$ cat config.mk
export PLATFORM = sky130hd
export DESIGN_NAME = pc_gen
export DESIGN_NICKNAME = d
export VERILOG_FILES = /design/src/rtl/pc_gen.sv
export SDC_FILE = /design/constraint.sdc
export NUM_CORES = 1
export LEC_CHECK = 0
export BUFFER_PORTS_ARGS = -buffer_cell sky130_fd_sc_hd__buf_2
export CAP_MARGIN = 20
export CORE_UTILIZATION = 48
export DETAILED_ROUTE_END_ITERATION = 10
export PLACE_DENSITY = 0.72
export SLEW_MARGIN = 40
export SYNTH_ARGS = -nofsm -noshare
export SYNTH_HDL_FRONTEND = slang
export SYNTH_SLANG_ARGS = --single-unit
$ cat constraint.sdc
create_clock -name clk -period 2.7 [get_ports clk]
set_clock_uncertainty 0.15 [all_clocks]
set_input_delay 0.54 -clock clk [delete_from_list [all_inputs] [get_ports clk]]
set_output_delay 0.54 -clock clk [all_outputs]
set_load 0.02 [all_outputs]
$ cat src/rtl/pc_gen.sv
// Instruction-fetch PC generator: drives the instruction-ROM address and chip enable.
// Handles stall hold, branch redirect, flush redirect and a one-entry buffer for stalled branches.
module pc_gen #(
    parameter int unsigned          ADDR_W     = 32,
    parameter logic [ADDR_W-1:0]    RESET_VEC  = '0,
    parameter int unsigned          INST_BYTES = 4,
    parameter int unsigned          STALL_W    = 6
) (
    input  logic                clk,
    input  logic                rst,
    input  logic [STALL_W-1:0]  stall,
    input  logic                branch_flag_i,
    input  logic [ADDR_W-1:0]   branch_target_i,
    input  logic                flush_i,
    input  logic [ADDR_W-1:0]   new_pc_i,
    output logic [ADDR_W-1:0]   pc,
    output logic                ce,
    output logic                redirect_pending_o,
    output logic                misalign_o,
    output logic                state_dbg
);

    typedef enum logic {
        WAKE = 1'b0,
        RUN  = 1'b1
    } state_t;

    // Low-bit mask of INST_BYTES; all-zero when INST_BYTES == 1, so misalign stays 0.
    localparam logic [ADDR_W-1:0] ALIGN_MASK = ADDR_W'(INST_BYTES - 1);
    localparam logic [ADDR_W-1:0] INC        = ADDR_W'(INST_BYTES);
    localparam logic              RESET_MIS  = |(RESET_VEC & ALIGN_MASK);

    state_t             state, next_state;
    logic [ADDR_W-1:0]  pend_tgt, next_tgt;
    logic               pending, next_pending;
    logic [ADDR_W-1:0]  next_pc;

    always_ff @(posedge clk or posedge rst) begin
        if (rst) begin
            state      <= WAKE;
            pc         <= RESET_VEC;
            pending    <= 1'b0;
            pend_tgt   <= '0;
            misalign_o <= RESET_MIS;
        end else begin
            state      <= next_state;
            pc         <= next_pc;
            pending    <= next_pending;
            pend_tgt   <= next_tgt;
            misalign_o <= |(next_pc & ALIGN_MASK);
        end
    end

    // Address inputs are only routed through when their flag is set, so X on them stays contained.
    always_comb begin
        next_state   = state;
        next_pc      = pc;
        next_pending = pending;
        next_tgt     = pend_tgt;
        case (state)
            WAKE: begin
                next_state = RUN;
            end
            RUN: begin
                if (flush_i) begin
                    next_pc      = new_pc_i;
                    next_pending = 1'b0;
                end else if (stall[0]) begin
                    if (branch_flag_i) begin
                        next_tgt     = branch_target_i;
                        next_pending = 1'b1;
                    end
                end else if (branch_flag_i) begin
                    next_pc      = branch_target_i;
                    next_pending = 1'b0;
                end else if (pending) begin
                    next_pc      = pend_tgt;
                    next_pending = 1'b0;
                end else begin
                    next_pc = pc + INC;
                end
            end
            default: begin
                next_state = WAKE;
            end
        endcase
    end

    assign ce                 = (state == RUN);
    assign redirect_pending_o = pending;
    assign state_dbg          = state;

endmodule

==> run_results.csv <==
group,metric,value,unit
critical_path,cp_slowest_stage_delay,440,ps
min_path,hp-class,"in2async",
finish,antenna_cells,0,
clock_tree,clock_sink_count,67,
global_routing,grt_antenna_before_repair,0,
die,start_util,0.500,
job,max-cap-violations,0,
finish,drive_above_1_share,0.348,
placement,placed_cell_area,0.00479,mm²
clock_tree,clk_pin_slew_worst_paths,80,ps
power_and_ir_drop,ir_drop,0.432,mV
critical_path,worstPathCellList,"ha_1 > and3_1 > nand4_4 > or2_1 > o41ai_2 > a22o_1",
placement,pre_cts_slack,489,ps
yosys,syn_nets,518,
sta,worst_slack,355,ps
power_and_ir_drop,power,3.29,mW
yosys,synthArstFlopShare,1.00,
die,num_rows,33,
die,die_h,95.0,µm
power_and_ir_drop,seqPwrFrac,0.420,
critical_path,critical_path.max_fanout,7,
sta,worst_slew_pin_slew,746,ps
critical_path,critPathArrivalTime,2470,ps
power_and_ir_drop,p_sw_frac,0.317,
clock_tree,cts_max_path_buffers,2,
yosys,synth_cells,443,
clock_tree,ctsHoldBuffers,0,
detailed_routing,wire_per_inst,19.4,µm
global_routing,gr-usage-met3,0.0403,
detailed_routing,post_drt_via_cell_ratio,6.22,
yosys,yosysUniqueCellTypes,66,
global_routing,grt_max_degree,28,
clock_tree,insertion_delay,350,ps
sta,fin_hold_ws,113,ps
global_routing,grt_overflow,0,
placement,portBuffers,104,
yosys,syn_avg_cell_area,9.36,µm²
finish,finalInstanceArea,0.00505,mm²
sta,setup-tns-final,0,ps
power_and_ir_drop,clockPowerShare,0.332,
detailed_routing,antenna_left,0,
yosys,ys_seq_area_frac,0.404,
yosys,ys.flop_type,"dfrtp_1",
global_routing,grt_use_met1,0.442,
sta,hold_violations,0,
die,core,0.00830,mm²
sta,rsz0062_at_grt,"no",
die,die-width,95.0,µm
power_and_ir_drop,p_leak,2.23,nW
power_and_ir_drop,intPower,2.25,mW
critical_path,critPathCaptureType,"flip-flop",
critical_path,slowest_stage,"dfrtp_1",
placement,place.gp.congestion,0.914,
power_and_ir_drop,combPwrFrac,0.248,
critical_path,crit_buf_inv,0,
sta,relSlewSlack,0.496,
placement,hpwlAfterDp,9.30,mm
sta,period_needed,2350,ps
critical_path,cp_data_required_time,2830,ps
yosys,synth_edf_count,0,
power_and_ir_drop,power.switching,1.04,mW
sta,clock.fmax,0.426,GHz
detailed_routing,drc,0,
yosys,synth-seq-cells,67,
clock_tree,cts_tree,"built",
sta,setup_viol,0,
clock_tree,cts_setup_buffers,0,
finish,fillerInstances,747,
clock_tree,cts-resized-gates,0,
sta,final_max_slew_viol_count,0,
detailed_routing,dr.pass1.iters,5,
critical_path,worstSetupPathType,"reg2reg",
finish,final_nets,624,
die,boundaryPins,110,
yosys,synthesis.area,0.00415,mm²
clock_tree,cts.htree.levels,3,
global_routing,gr-max-usage-layer,"met2",
detailed_routing,drt-initial-drc-count,322,
die,die-area,0.00902,mm²
global_routing,grt_pass1_vias,3954,
global_routing,grtUsageMet2,0.467,
power_and_ir_drop,p_per_area,650,mW/mm²
global_routing,grt_pass1_wl,20.6,mm
outcome,outcome,"completed",
detailed_routing,routed_wl,12.8,mm
sta,min_period_over_period,0.869,
clock_tree,cts_root_buffer,"clkbuf_8",
detailed_routing,vias,4099,
clock_tree,cts_buffers,9,
critical_path,path_delay_family,"simple AND/OR/NAND/NOR gates",
yosys,ys_warn_count,0,
finish,area_delta_synth_final,21.9,%
critical_path,start_kind,"flip-flop",
global_routing,grt_usage,0.305,
## layout by cell type (no fill, tap or decap), drive strengths merged, types with 6 or more instances in the layout
cell type,instances
a22oi,10
nand3,14
inv,8
o21ai,29
a31oi,7
buf,128
a21oi,27
mux2i,6
nor3,10
nand2,52
nand4,11
nor2,20
dfrtp,67
o211ai,8
mux2,34
and4,6
clkbuf,12
xnor2,11
o22ai,10
## final timing paths
kind,from,end,slack [ps],cells past startpoint
worst max-delay path,pc[3]$_DFFE_PP0P_,pc[26]$_DFFE_PP0P_,350,6
worst min-delay path,rst,pend_tgt[4]$_DFFE_PP0P_,110,2
worst max register to register,pc[3]$_DFFE_PP0P_,pc[26]$_DFFE_PP0P_,350,6
worst min register to register,pend_tgt[23]$_DFFE_PP0P_,pend_tgt[23]$_DFFE_PP0P_,360,1
max in group asynchronous,rst,pend_tgt[29]$_DFFE_PP0P_,1730,3
min in group clk,new_pc_i[3],pc[3]$_DFFE_PP0P_,270,2
## power by group through the flow
stage	registers (mW)	logic (mW)	clock network [mW]
3_3_place_gp	1.38	0.793	0
3_5_place_dp	1.39	0.808	0
4_1_cts	1.37	0.812	1.09
2_1_floorplan	1.44	0.460	0
5_1_grt	1.40	0.893	1.14
6_report	1.38	0.815	1.09
## cells in the mapped netlist, drive strengths merged (2+ instances only)
library cell  number  area, µm²
mux2i              6       60.1
o311ai             5       43.8
xnor2             11       96.3
a2bb2oi            2       17.5
o211ai             8       60.1
clkbuf            15       96.3
nor2b              3       18.8
dfrtp             67       1680
o221ai             2       17.5
nand3             14       70.1
and3               5       31.3
xor2               2       17.5
o31ai              3       22.5
nor2              20       75.1
or2                3       18.8
a31o               3       26.3
mux2              34        383
and4               6       58.8
nor3              10       50.1
clkinv             2       7.51
a22o               3       26.3
nor4               3       18.8
and2               5       31.3
o21a               3       22.5
a211oi             2       15.0
a221oi             4       35.0
o21ai             29        145
o41ai              2       25.0
o31a               2       17.5
buf               18        114
a221o              4       40.0
inv                8       30.0
o22ai             10       62.6
nand4             11       83.8
a31oi              7       43.8
a22oi             10       75.1
or3                2       13.8
nand2b             5       31.3
a21oi             27        135
nand2             52        195
## cell type report
| cell class | count | area [µm²] | share of cell area |
|---|---|---|---|
| sequential | 67 | 1680 | 0.332 |
| inverter | 10 | 37.5 | 0.00743 |
| clock buffer | 12 | 165 | 0.0327 |
| clock inverter | 4 | 95.1 | 0.0188 |
| multi-input combinational | 333 | 2220 | 0.440 |
| tap | 105 | 131 | 0.0260 |
| timing repair buffer | 128 | 726 | 0.144 |
## metal layers
| layer | up-vias | routed length, µm |
|---|---|---|
| li1 | 1873 | - |
| met1 | 2006 | 5790 |
| met2 | 196 | 5860 |
| met3 | 24 | 861 |
| met4 | 0 | 254 |
| met5 | - | 0 |
## logic make-up (layout without fill, tap and decap cells)
family,Yosys count,count (layout),share of synthesized area
muxes,40,40,0.107
adders and majority gates,1,1,0.00302
DFF,67,67,0.404
xor gates and xnor gates,13,13,0.0275
buffers and inverters,43,154,0.0597
AOI/OAI and AO/OA,135,135,0.221
other,1,1,0.000904
and+or+nand+nor,143,143,0.177
## flip-flops by register name, indices dropped and copies added (netlist names)
signal / count
pc: 32
ce: 1
redirect_pending_o: 1
misalign_o: 1
pend_tgt: 32
## stage by stage
stage | utilization | cells
after floorplan | - | 443
after global placement | 0.578 | 643
after detailed placement | 0.578 | 643
after CTS | 0.609 | 659
after global routing | 0.609 | 659
final | 0.609 | 659
No activity file was read; power rests on OpenSTA's default activity.
